`config.mk`:
```
export PLATFORM = sky130hd
export DESIGN_NAME = spi_reg_master
export DESIGN_NICKNAME = d
export VERILOG_FILES = /design/src/rtl/spi_reg_master.sv
export SDC_FILE = /design/constraint.sdc
export NUM_CORES = 1
export LEC_CHECK = 0
export ABC_AREA = 1
export CAP_MARGIN = 15
export CORE_ASPECT_RATIO = 1.75
export CORE_MARGIN = 1
export CORE_UTILIZATION = 46
export CTS_CLUSTER_SIZE = 40
export DETAILED_ROUTE_END_ITERATION = 6
export PLACE_DENSITY_LB_ADDON = 0.25
export SYNTH_ARGS = -nofsm -noshare
export SYNTH_HDL_FRONTEND = slang
export SYNTH_SLANG_ARGS = --single-unit
```
`constraint.sdc`:
```
create_clock -name clk -period 1.4 [get_ports clk]
set_input_delay 0.21 -clock clk [delete_from_list [all_inputs] [get_ports clk]]
set_output_delay 0.21 -clock clk [all_outputs]
set_load 0.02 [all_outputs]
```
`src/rtl/spi_reg_master.sv`:
```
// spi_reg_master: SPI mode-0 master issuing single-register write/read frames.
// Each frame is 24 bits, sent MSB first: instruction (0x02 write, 0x03 read),
// then an address byte, then a data byte.
// SCK is clk divided by 2*SCK_HALF.
// Optional build macro SPI_REG_MASTER_VERIFY_EN adds a read-back check after
// every write and reports the result on o_verify_err.
module spi_reg_master #(
    parameter int unsigned SCK_HALF = 2,
    parameter int unsigned WIDTH    = 8
) (
    input  logic             clk,
    input  logic             reset,
    input  logic             i_start,
    input  logic             i_rw,
    input  logic [WIDTH-1:0] i_addr,
    input  logic [WIDTH-1:0] i_wdata,
    output logic             o_busy,
    output logic             o_done,
    output logic [WIDTH-1:0] o_rdata,
    output logic             o_sck,
    output logic             o_csn,
    output logic             o_mosi,
    input  logic             i_miso
`ifdef SPI_REG_MASTER_VERIFY_EN
    ,
    output logic             o_verify_err
`endif
);

    localparam int unsigned FRAME_W = 8 + 2 * WIDTH;
    localparam int unsigned TW      = $clog2(2 * SCK_HALF + 1);

    localparam logic [TW-1:0]    HALF     = TW'(SCK_HALF);
    localparam logic [TW-1:0]    HALF_M1  = TW'(SCK_HALF - 1);
    localparam logic [4:0]       LAST_BIT = 5'(FRAME_W - 1);
    localparam logic [4:0]       FULL_BIT = 5'(FRAME_W);
    localparam logic [7:0]       WR_INSTR = 8'h02;
    localparam logic [7:0]       RD_INSTR = 8'h03;
    localparam logic [WIDTH-1:0] ZERO     = '0;
`ifdef SPI_REG_MASTER_VERIFY_EN
    localparam logic [TW-1:0]    GAP_M1   = TW'(2 * SCK_HALF - 1);
`endif

    typedef enum logic [2:0] {
        IDLE,
        CS_SETUP,
        SHIFT,
        CS_HOLD,
        DONE
`ifdef SPI_REG_MASTER_VERIFY_EN
        ,
        GAP
`endif
    } state_t;

    state_t               state_q, state_d;
    logic [TW-1:0]        tmr_q, tmr_d;
    logic                 sck_q, sck_d;
    logic                 csn_q, csn_d;
    logic                 mosi_q, mosi_d;
    logic [4:0]           bit_q, bit_d;
    logic [FRAME_W-1:0]   sr_q, sr_d;
    logic [WIDTH-1:0]     rx_q, rx_d;
    logic [WIDTH-1:0]     rdata_q, rdata_d;
    logic                 frame_rd_q, frame_rd_d;
    logic                 accept;
    logic [FRAME_W-1:0]   start_frame;
`ifdef SPI_REG_MASTER_VERIFY_EN
    logic [WIDTH-1:0]     addr_q, addr_d;
    logic [WIDTH-1:0]     wdata_q, wdata_d;
    logic                 wr_pend_q, wr_pend_d;
    logic                 vchk_q, vchk_d;
    logic                 verr_q, verr_d;
`endif

    // State and datapath registers, synchronous active-high reset.
    always_ff @(posedge clk) begin
        if (reset) begin
            state_q    <= IDLE;
            tmr_q      <= '0;
            sck_q      <= 1'b0;
            csn_q      <= 1'b1;
            mosi_q     <= 1'b0;
            bit_q      <= '0;
            sr_q       <= '0;
            rx_q       <= '0;
            rdata_q    <= '0;
            frame_rd_q <= 1'b0;
`ifdef SPI_REG_MASTER_VERIFY_EN
            addr_q     <= '0;
            wdata_q    <= '0;
            wr_pend_q  <= 1'b0;
            vchk_q     <= 1'b0;
            verr_q     <= 1'b0;
`endif
        end else begin
            state_q    <= state_d;
            tmr_q      <= tmr_d;
            sck_q      <= sck_d;
            csn_q      <= csn_d;
            mosi_q     <= mosi_d;
            bit_q      <= bit_d;
            sr_q       <= sr_d;
            rx_q       <= rx_d;
            rdata_q    <= rdata_d;
            frame_rd_q <= frame_rd_d;
`ifdef SPI_REG_MASTER_VERIFY_EN
            addr_q     <= addr_d;
            wdata_q    <= wdata_d;
            wr_pend_q  <= wr_pend_d;
            vchk_q     <= vchk_d;
            verr_q     <= verr_d;
`endif
        end
    end

    // Next-state and datapath update: half-period timer, SCK toggling, bit shifting.
    always_comb begin
        state_d    = state_q;
        tmr_d      = tmr_q;
        sck_d      = sck_q;
        csn_d      = csn_q;
        mosi_d     = mosi_q;
        bit_d      = bit_q;
        sr_d       = sr_q;
        rx_d       = rx_q;
        rdata_d    = rdata_q;
        frame_rd_d = frame_rd_q;
`ifdef SPI_REG_MASTER_VERIFY_EN
        addr_d     = addr_q;
        wdata_d    = wdata_q;
        wr_pend_d  = wr_pend_q;
        vchk_d     = vchk_q;
        verr_d     = verr_q;
`endif
        accept      = i_start && (state_q == IDLE || state_q == DONE);
        start_frame = {i_rw ? WR_INSTR : RD_INSTR, i_addr, i_rw ? i_wdata : ZERO};

        unique case (state_q)
            IDLE: state_d = IDLE;
            // The timer is loaded with SCK_HALF rather than SCK_HALF-1.
            // The accept cycle is therefore part of the setup time, so done
            // lands 50*SCK_HALF+1 cycles after accept.
            CS_SETUP: begin
                if (tmr_q == '0) begin
                    state_d = SHIFT;
                    tmr_d   = HALF_M1;
                end else begin
                    tmr_d = tmr_q - 1'b1;
                end
            end
            SHIFT: begin
                if (tmr_q != '0) begin
                    tmr_d = tmr_q - 1'b1;
                end else begin
                    tmr_d = HALF_M1;
                    if (!sck_q) begin
                        sck_d = 1'b1;
                        rx_d  = {rx_q[WIDTH-2:0], i_miso};
                    end else begin
                        sck_d = 1'b0;
                        if (bit_q != FULL_BIT) begin
                            bit_d = bit_q + 1'b1;
                        end
                        if (bit_q == LAST_BIT) begin
                            state_d = CS_HOLD;
                        end else begin
                            sr_d   = {sr_q[FRAME_W-2:0], 1'b0};
                            mosi_d = sr_q[FRAME_W-2];
                        end
                    end
                end
            end
            CS_HOLD: begin
                if (tmr_q == '0) begin
                    csn_d   = 1'b1;
                    mosi_d  = 1'b0;
                    state_d = DONE;
                    if (frame_rd_q) begin
                        rdata_d = rx_q;
                    end
`ifdef SPI_REG_MASTER_VERIFY_EN
                    if (wr_pend_q) begin
                        state_d   = GAP;
                        tmr_d     = GAP_M1;
                        wr_pend_d = 1'b0;
                    end
                    if (vchk_q) begin
                        verr_d = (rx_q != wdata_q);
                    end
`endif
                end else begin
                    tmr_d = tmr_q - 1'b1;
                end
            end
            DONE: state_d = IDLE;
`ifdef SPI_REG_MASTER_VERIFY_EN
            GAP: begin
                if (tmr_q == '0) begin
                    state_d    = CS_SETUP;
                    tmr_d      = HALF;
                    csn_d      = 1'b0;
                    sck_d      = 1'b0;
                    bit_d      = '0;
                    sr_d       = {RD_INSTR, addr_q, ZERO};
                    mosi_d     = RD_INSTR[7];
                    frame_rd_d = 1'b1;
                    vchk_d     = 1'b1;
                end else begin
                    tmr_d = tmr_q - 1'b1;
                end
            end
`endif
            default: state_d = IDLE;
        endcase

        if (accept) begin
            state_d    = CS_SETUP;
            tmr_d      = HALF;
            csn_d      = 1'b0;
            sck_d      = 1'b0;
            bit_d      = '0;
            sr_d       = start_frame;
            mosi_d     = start_frame[FRAME_W-1];
            frame_rd_d = !i_rw;
`ifdef SPI_REG_MASTER_VERIFY_EN
            addr_d     = i_addr;
            wdata_d    = i_wdata;
            wr_pend_d  = i_rw;
            vchk_d     = 1'b0;
            verr_d     = 1'b0;
`endif
        end
    end

    // Output decode: handshake from state, SPI pins straight from registers.
    always_comb begin
        o_busy  = (state_q != IDLE) && (state_q != DONE);
        o_done  = (state_q == DONE);
        o_rdata = rdata_q;
        o_sck   = sck_q;
        o_csn   = csn_q;
        o_mosi  = mosi_q;
`ifdef SPI_REG_MASTER_VERIFY_EN
        o_verify_err = verr_q;
`endif
    end

endmodule

```
==> summary.txt, run 1 <==
Clock network
  – Clk root buf: clkbuf_8
  – CTS tree: built
  – CTS Sinks: 54
  – Clock latency on the worst-skew pair: 0.31 ns
  – H-tree depth: 2
  – Clock slew at reported path FFs: 0.10 ns
  – TritonCTS Buffers: 5
  – Cts hold-fix bufs: 0
  – Deepest clock path buffer count: 2

Die
  – Io pins: 34
  – Initial Util: 0.487
  – Rows: 35
  – Total core area: 0.00534 mm^2
  – Chip Width: 58.9 um
  – Die area: 0.00597 mm^2
  – Die Height: 102 um

Logic synthesis
  – Compound-Gate Fraction of Synth Area: 0.114
  – Synth Area in Adders: 0.0192
  – Share of the synthesized area in the top cell type: 0.415
  – Top cells by area, synth: dfxtp_1 (42%), nand2_1 (11%), nor2_1 (10%), inv_1 (7.6%), o21ai_0 (5.8%)
  – #FFs+latches synth: 54
  – Syn Std Cell Area: 0.00260 mm^2
  – Largest family of logic cells by synthesized area: simple AND/OR/NAND/NOR gates
  – Post-synthesis mux area share: 0
  – Syn Nets: 401
  – Post-Synth Simple-Gate Area: 0.325
  – Synth warn: 0
  – Xor-xnor portion of the synthesized cell area: 0.00337
  – Synth cell types: 33
  – Yosys top cell by area: dfxtp_1
  – Sequential area share after synthesis: 0.415
  – Cells after synthesis: 376
  – Syn_area_per_cell: 6.92 um^2

Cells and area
  – FILL cells: 505
  – Commonest non-fill, non-tap cell in the layout: nand2_1
  – Area growth from synthesis to layout: 31.9%
  – Register area: 0.00109 mm^2
  – Commonest non-fill, non-tap cells in the layout: nand2_1 (73), nor2_1 (65), inv_1 (50), dfxtp_1 (50), buf_4 (29)
  – Ant. Diodes: 0
  – Non-Filler Instances: 514
  – Final instance area: 0.00343 mm^2
  – Share of cells above drive strength 1: 0.207
  – Area of the multi-input gates: 0.00128 mm^2
  – Nets: 465

STA
  – Final setup margin: -0.0330 ns
  – Min Clock Period, post-route: 1.43 ns
  – Final setup TNS: -0.247 ns
  – RSZ-0062 raised after global routing: yes
  – Worst hold slack: 0.469 ns
  – Skew final: 0.00813 ns
  – Setup-failing EPs final: 20
  – Final Hold Viols: 0
  – Fin. max-slew vios: 0
  – Max frequency: 0.698 GHz
  – Tcrit/Tclk final: 1.02
  – Tightest Pin Transition: 0.291 ns
  – Relative slew slack: 0.804

Route
  – WL/cell: 11.3 um
  – Detailed Routing Iterations Pass 1: 4
  – Final routed DRC violation total: 0
  – Antenna Nets Post-Route: 0
  – DR iter-0 viols: 83
  – Vias per cell: 4.73
  – DRT Wirelength: 5.79 mm
  – Vias: 2,429

Placed design
  – Port Buf Inserts: 33
  – Dpl cells: 504
  – Dpl hpwl: 4.04 mm
  – Post-DP Area: 0.00320 mm^2
  – Routability cong.: 0.788

Worst setup path
  – Worst Path Max Fanout: 14
  – CP startpoint kind: flip-flop
  – Worst path top cell family by delay: simple AND/OR/NAND/NOR gates
  – Crit path required time: 1.65 ns
  – Crit-path max cell delay: 0.33 ns
  – Critical-path cell list: inv_2 -> ha_4 -> nand2_2 -> o21ai_2 -> nand3_4 -> buf_12 -> nand2_1 -> nand2_1 -> nor2_1
  – Endpoint class of the critical path: flip-flop
  – Buf/Inv on CP: 2
  – Most frequent CP cell: nand2_1
  – Type of the worst setup path: reg -> reg
  – CP max-delay cell: dfxtp_2
  – Arr. time, crit path: 1.68 ns

Power
  – Leakage Power: 1.59 nW
  – Power, Total: 0.00387 W
  – Worst vdd ir: 0.768 mV
  – PwrDens: 1130 mW/mm^2

Run
  – Max-Cap Viols: 0

Global routing
  – Vias in the first global route: 2,316
  – GRT Overall Usage: 0.209
  – Gr ovfl total: 0
  – Initial antenna violation count: 0
  – Largest net degree at the start of global routing: 29
  – First-pass GRT wire length: 9.67 mm

Outcome
  – Violated checks: setup timing
  – Run status: complete, but fails checks

Hold path
  – Worst min path class: reg -> reg
[sequential cells by signal (all words and copies together), names as in the netlist]
name and cells:
sr_q 23, o_rdata 8, rx_q 8, bit_q 5, state_q 3, tmr_q 3
frame_rd_q 1, o_csn 1, o_mosi 1, o_sck 1
[Yosys cell counts (all sizes together)]
cell type,n
clkbuf,2
nor3,3
nor4,1
buf,9
ha,4
o21bai,5
inv,58
nand3,28
nor2,75
o22ai,1
o21ai,36
xor2,1
dfxtp,54
nand2,80
nand4,3
a21oi,11
a31oi,1
clkinv,4
[metal layers]
layer	track usage	vias to the layer above	share of wire
li1	-	1286	-
met1	0.227	1090	0.42
met2	0.380	40	0.54
met3	0.0332	13	0.023
met4	0.104	0	0.025
met5	0	-	0
[path summary, 6_finish.rpt]
kind / slack [ns] / end / start / depth (start not counted)
hold reg to reg: 0.47 / tmr_q[1]$_SDFFE_PP0P_ / tmr_q[1]$_SDFFE_PP0P_ / 2
hold / removal: 0.47 / tmr_q[1]$_SDFFE_PP0P_ / tmr_q[1]$_SDFFE_PP0P_ / 2
setup / recovery: -0.03 / sr_q[17]$_SDFFE_PP0P_ / tmr_q[1]$_SDFFE_PP0P_ / 9
setup reg to reg: -0.03 / sr_q[17]$_SDFFE_PP0P_ / tmr_q[1]$_SDFFE_PP0P_ / 9
[cell type report]
class                   instances  area share
clock buffers                   6      0.0241
clock inverters                 1     0.00875
inverters                      62      0.0711
multi-input cells             249       0.374
flip-flops and latches         54       0.316
well taps                      74      0.0270
repair buffers                 68       0.179
[logic make-up (layout without fill, tap and decap cells)]
logic type / after synthesis / count (layout)
xor+xnor: 1 / 1
fa+ha+maj: 4 / 4
simple gates: 190 / 190
flops: 54 / 54
buf+inv: 73 / 137
compound gates: 54 / 54
[worst min-delay path, cell delays in order, from the launching register on]
cell	delay [ns]
dfxtp_2	0.33
nand2_1	0.06
a21oi_1	0.05
[power by group]
part / internal [W] / switching (W)
sequential: 0.00168 / 0.0000706
clock: 0.000573 / 0.000489
combinational: 0.000463 / 0.000604
[per-stage QoR]
| stage | util | worst slack (ns) |
|---|---|---|
| 5_1_grt | 0.642 | -0.153 |
| 3_5_place_dp | 0.598 | -0.126 |
| 2_1_floorplan | - | 0.00439 |
| 4_1_cts | 0.630 | -0.0702 |
| 6_report | 0.642 | -0.0330 |
| 3_3_place_gp | 0.598 | -0.114 |
[timing repair]
item	4_1_cts	5_1_grt
setup buffers	1	1
pin swaps	6	8
resized for setup	38	27
cloned	0	1
setup endpoints to repair	59	47
Power figures use the tool's default switching activity.
==> run 2: changes to the inputs <==
- PLACE_DENSITY: not set -> 0.75
- PLACE_DENSITY_LB_ADDON: 0.25 -> not set
==> run 2 against run 1 <==
Effect of this change:
- the flow still finishes with violations (setup timing)
- setup slack improved by 0.019 ns
- die area unchanged
- clock power is 20% lower
- non-clock buffer count did not move
- first-iteration DRC count fell by 16%
- final cell count shrank 0.19%
- register-to-register slack better by 0.02 ns
- hold slack better by 0.022 ns
- global-route usage is 0.12 points higher
==> summary.txt, run 2 (synthesized netlist as in run 1, its figures left out) <==
STA
  – Final setup margin: -0.0143 ns
  – Tcrit/Tclk final: 1.01
  – RSZ-0062 raised after global routing: yes
  – Max frequency: 0.707 GHz
  – Final setup TNS: -0.0247 ns
  – Worst hold slack: 0.491 ns
  – Min Clock Period, post-route: 1.41 ns
  – Fin. max-slew vios: 0
  – Skew final: 0.00904 ns
  – Setup-failing EPs final: 5
  – Tightest Pin Transition: 0.351 ns
  – Final Hold Viols: 0
  – Relative slew slack: 0.764

Clock network
  – Cts hold-fix bufs: 0
  – Clock latency on the worst-skew pair: 0.30 ns
  – H-tree depth: 2
  – CTS tree: built
  – TritonCTS Buffers: 5
  – Deepest clock path buffer count: 2
  – CTS Sinks: 54
  – Clk root buf: clkbuf_8
  – Clock slew at reported path FFs: 0.09 ns

Worst setup path
  – CP startpoint kind: flip-flop
  – Endpoint class of the critical path: flip-flop
  – FF-to-FF Start: tmr_q[1]$_SDFFE_PP0P_
  – Type of the worst setup path: reg -> reg
  – Worst Path Max Fanout: 8
  – Crit path required time: 1.60 ns
  – CP startpoint: tmr_q[1]$_SDFFE_PP0P_
  – Arr. time, crit path: 1.61 ns

Hold path
  – Worst min path class: reg -> reg
  – Hold wc startpoint: tmr_q[1]$_SDFFE_PP0P_

Route
  – Vias per cell: 4.83
  – Detailed Routing Iterations Pass 1: 4
  – DRT Wirelength: 5.78 mm
  – Final routed DRC violation total: 0
  – DR iter-0 viols: 70
  – Antenna Nets Post-Route: 0
  – Vias: 2,476
  – WL/cell: 11.3 um

Die
  – Die area: 0.00597 mm^2
  – Initial Util: 0.487
  – Chip Width: 58.9 um
  – Rows: 35
  – Die Height: 102 um
  – Total core area: 0.00534 mm^2
  – Io pins: 34

Outcome
  – Run status: complete, but fails checks
  – Violated checks: setup timing

Cells and area
  – Largest reg by FF count: sr_q
  – Ant. Diodes: 0
  – Final instance area: 0.00340 mm^2
  – Commonest non-fill, non-tap cell in the layout: nand2_1
  – Largest register FFs: 23
  – Area growth from synthesis to layout: 30.8%
  – Commonest non-fill, non-tap cells in the layout: nand2_1 (72), nor2_1 (64), inv_1 (50), dfxtp_1 (49), buf_4 (31)
  – Nets: 465
  – Share of cells above drive strength 1: 0.207

Placed design
  – Setup Slack @ Placement: -0.130 ns
  – Port Buf Inserts: 33
  – Routability cong.: 0.834
  – Dpl hpwl: 4.13 mm
  – Post-DP Area: 0.00320 mm^2

Power
  – PwrDens: 1070 mW/mm^2
  – Worst vdd ir: 1.08 mV
  – Leakage Power: 1.57 nW

Global routing
  – Vias in the first global route: 2,350
  – Gr ovfl total: 0
  – Initial antenna violation count: 0
  – Largest net degree at the start of global routing: 29
  – GRT Overall Usage: 0.210
  – First-pass GRT wire length: 9.87 mm

Run
  – Max-Cap Viols: 0
-- run 2: final cells by class --
| class | count | area (um^2) |
|---|---|---|
| Clock buffer | 6 | 82.6 |
| Multi-Input combinational cell | 249 | 1290 |
| Sequential cell | 54 | 1090 |
| Tap cell | 74 | 92.6 |
| Fill cell | 491 | 1940 |
| Inverter | 62 | 238 |
| Timing Repair Buffer | 68 | 612 |
-- run 2: metal layers --
layer / wire (um) / track usage / vias up
li1: - / - / 1290
met1: 2320 / 0.228 / 1136
met2: 3210 / 0.398 / 41
met3: 133 / 0.0345 / 9
met4: 113 / 0.0733 / 0
met5: 0 / 0 / -
-- run 2: worst max-delay path, cell delays in order, from the launching register on --
cell	delay, ns
dfxtp_2	0.34
inv_2	0.07
ha_4	0.13
inv_2	0.05
nor2_4	0.14
nand3_4	0.11
nor2_4	0.21
inv_4	0.10
nor2_1	0.11
nor2_1	0.05
-- run 2: power by group --
group,internal (W),total (W),switching (W)
Clock,0.000382,0.000845,0.000462
Combinational,0.000454,0.00105,0.000599
Sequential,0.00168,0.00175,0.0000716
Total,0.00251,0.00364,0.00113
-- run 2: worst paths after layout --
| path | cells after the start | to | slack, ns |
|---|---|---|---|
| setup / recovery | 9 | o_rdata[5]$_SDFFE_PP0P_ | -0.01 |
| hold / removal | 2 | tmr_q[1]$_SDFFE_PP0P_ | 0.49 |
| setup reg to reg | 9 | o_rdata[5]$_SDFFE_PP0P_ | -0.01 |
| hold reg to reg | 2 | tmr_q[1]$_SDFFE_PP0P_ | 0.49 |
-- run 2: repair_timing --
item / in CTS / in global routing
gates resized for setup: 36 / 22
buffers inserted: 0 / 2
pin swaps: 7 / 8
setup endpoints to repair: 59 / 49
hold endpoints to repair: 0 / 0
cloned: 0 / 1
-- run 2: stage by stage --
stage	util	total power, W	instances
floorplan	-	0.00242	376
global placement	0.598	0.00272	504
detailed placement	0.598	0.00274	504
CTS	0.622	0.00361	510
global route	0.637	0.00387	513
finish	0.637	0.00364	513
==> run 3: changes to the inputs <==
--- a/config.mk
+++ b/config.mk
@@ -9,9 +9,9 @@
 export CAP_MARGIN = 15
 export CORE_ASPECT_RATIO = 1.75
-export CORE_MARGIN = 1
+export CORE_MARGIN = 10
 export CORE_UTILIZATION = 46
 export CTS_CLUSTER_SIZE = 40
 export DETAILED_ROUTE_END_ITERATION = 6
-export PLACE_DENSITY = 0.75
+export PLACE_DENSITY = 0.72
 export SYNTH_ARGS = -nofsm -noshare
 export SYNTH_HDL_FRONTEND = slang
==> constraint.sdc (replaced) <==
create_clock -name clk -period 1.8 [get_ports clk]
set_input_delay 0.27 -clock clk [delete_from_list [all_inputs] [get_ports clk]]
set_output_delay 0.27 -clock clk [all_outputs]
set_load 0.01 [all_outputs]
==> run 3 against run 2 <==
Effect of this change:
- the flow now finishes without violations
- critical path type is now reg -> out
- critical path depth is 6 lower
- routed wire length is 3.6% lower
- register-to-register slack better by 0.19 ns
==> summary.txt, run 3 (synthesized netlist as in run 1, its figures left out) <==
Outcome
  – Run status: finished, final reports clean

STA
  – RSZ-0062 raised after global routing: no
  – Worst hold slack: 0.476 ns
  – Final setup TNS: 0 ns
  – Tcrit/Tclk final: 0.939
  – Relative slew slack: 0.743
  – Max frequency: 0.591 GHz
  – Tightest Pin Transition: 0.385 ns
  – Min Clock Period, post-route: 1.69 ns
  – Setup-failing EPs final: 0
  – Final Hold Viols: 0
  – Fin. max-slew vios: 0
  – Skew final: 0.00964 ns

Die
  – Die area: 0.00918 mm^2
  – Total core area: 0.00554 mm^2
  – Io pins: 34
  – Chip Width: 76.9 um
  – Die Height: 120 um
  – Rows: 36
  – Initial Util: 0.470

Clock network
  – Postcts setup bufs: 0
  – CTS Sinks: 54
  – CTS tree: built
  – Deepest clock path buffer count: 2
  – Clk root buf: clkbuf_8
  – Clock latency on the worst-skew pair: 0.31 ns
  – H-tree depth: 2
  – Clock slew at reported path FFs: 0.10 ns
  – Cts hold-fix bufs: 0
  – TritonCTS Buffers: 5

Worst setup path
  – CP startpoint kind: flip-flop
  – Worst path top cell family by delay: buffers and inverters
  – Type of the worst setup path: reg -> out
  – Buf/Inv on CP: 2
  – Arr. time, crit path: 1.42 ns
  – Critical-path cell list: clkinv_2 -> nand2_1 -> clkdlybuf4s50_1
  – Reg2Reg Setup Slack: 0.18 ns
  – CP max-delay cell: clkdlybuf4s50_1
  – Endpoint class of the critical path: output port
  – Worst Path Max Fanout: 5
  – Crit path required time: 1.53 ns
  – Crit-path max cell delay: 0.54 ns

Cells and area
  – Area of the multi-input gates: 0.00120 mm^2
  – Commonest non-fill, non-tap cell in the layout: nand2_1
  – Nets: 443
  – Share of cells above drive strength 1: 0.112
  – Largest reg by FF count: sr_q
  – Register area: 0.00108 mm^2
  – Ant. Diodes: 0
  – Commonest non-fill, non-tap cells in the layout: nand2_1 (76), nor2_1 (70), inv_1 (53), dfxtp_1 (53), clkdlybuf4s50_1 (32)
  – FILL cells: 545
  – Largest register FFs: 23
  – Area growth from synthesis to layout: 21.8%

Route
  – DR iter-0 viols: 111
  – WL/cell: 11.3 um
  – Vias per cell: 4.69
  – Final routed DRC violation total: 0
  – DRT Wirelength: 5.57 mm
  – Antenna Nets Post-Route: 0
  – Detailed Routing Iterations Pass 1: 4
  – Vias: 2,324

Power
  – Worst vdd ir: 0.563 mV
  – PwrDens: 902 mW/mm^2
  – Leakage Power: 1.42 nW
  – Power, Total: 0.00286 W

Global routing
  – First-pass GRT wire length: 9.95 mm
  – Gr ovfl total: 0
  – Initial antenna violation count: 0
  – Vias in the first global route: 2,357
  – Largest net degree at the start of global routing: 29
  – GRT Overall Usage: 0.127

Placed design
  – Routability cong.: 0.807
  – Port Buf Inserts: 33
  – Dpl hpwl: 4.23 mm

Run
  – Max-Cap Viols: 0

Hold path
  – Worst min path class: reg -> reg
run 3: cell types whose count changed in the layout (fill, tap and decap cells not counted), sizes merged:
cell / change
buf: -22
clkdlybuf4s50: +12
dlygate4sd2: -11
clkinv: +3
clkbuf: -2
bufinv: +1
clkdlybuf4s15: -1
dlymetal6s2s: +1
inv: -1
run 3: worst min-delay path: stages, from the launching register on:
cell and delay (ns):
dfxtp_1 0.32, nand2_1 0.06, a21oi_1 0.06
run 3: what timing repair did:
action                                  CTS  global route
pin swaps                                 0             0
gates cloned                              0             0
endpoints found under the setup margin    2             2
resized for setup                         2             2
run 3: area by class of cell:
| class | instances | area share |
|---|---|---|
| Clock buffer | 5 | 0.0217 |
| Clock inverter | 3 | 0.0138 |
| Timing Repair Buffer | 46 | 0.140 |
| Sequential cell | 54 | 0.342 |
| Inverter | 62 | 0.0742 |
| Tap cell | 76 | 0.0300 |
| Multi-Input combinational cell | 249 | 0.378 |
run 3: layer usage:
metal / global-route usage / vias to the layer above / share of wire
met5: 0 / - / 0
met3: 0.0359 / 12 / 0.043
met1: 0.131 / 1022 / 0.43
li1: - / 1243 / -
met4: 0.0596 / 0 / 0.025
met2: 0.230 / 47 / 0.50
run 3: where the power goes:
part           switching [W]  internal, W  total (W)
Combinational       0.000401     0.000271   0.000672
Sequential         0.0000569      0.00130    0.00136
Clock               0.000410     0.000417   0.000828
run 3: stage by stage:
step           instances   util  setup slack [ns]  area (um^2)
2_1_floorplan        376      -             0.356         2600
3_3_place_gp         487  0.551             0.102         3050
3_5_place_dp         487  0.551            0.0817         3050
4_1_cts              495  0.571            0.0471         3170
5_1_grt              495  0.572           0.00368         3170
6_report             495  0.572             0.109         3170
run 3: path summary, 6_finish.rpt:
path	cells after the start	endpoint	startpoint
worst min register to register	2	tmr_q[1]$_SDFFE_PP0P_	tmr_q[1]$_SDFFE_PP0P_
worst max-delay path	3	o_busy	state_q[0]$_SDFFE_PP0P_
worst max register to register	8	sr_q[5]$_SDFFE_PP0P_	tmr_q[0]$_SDFFE_PP0P_
worst min-delay path	2	tmr_q[1]$_SDFFE_PP0P_	tmr_q[1]$_SDFFE_PP0P_
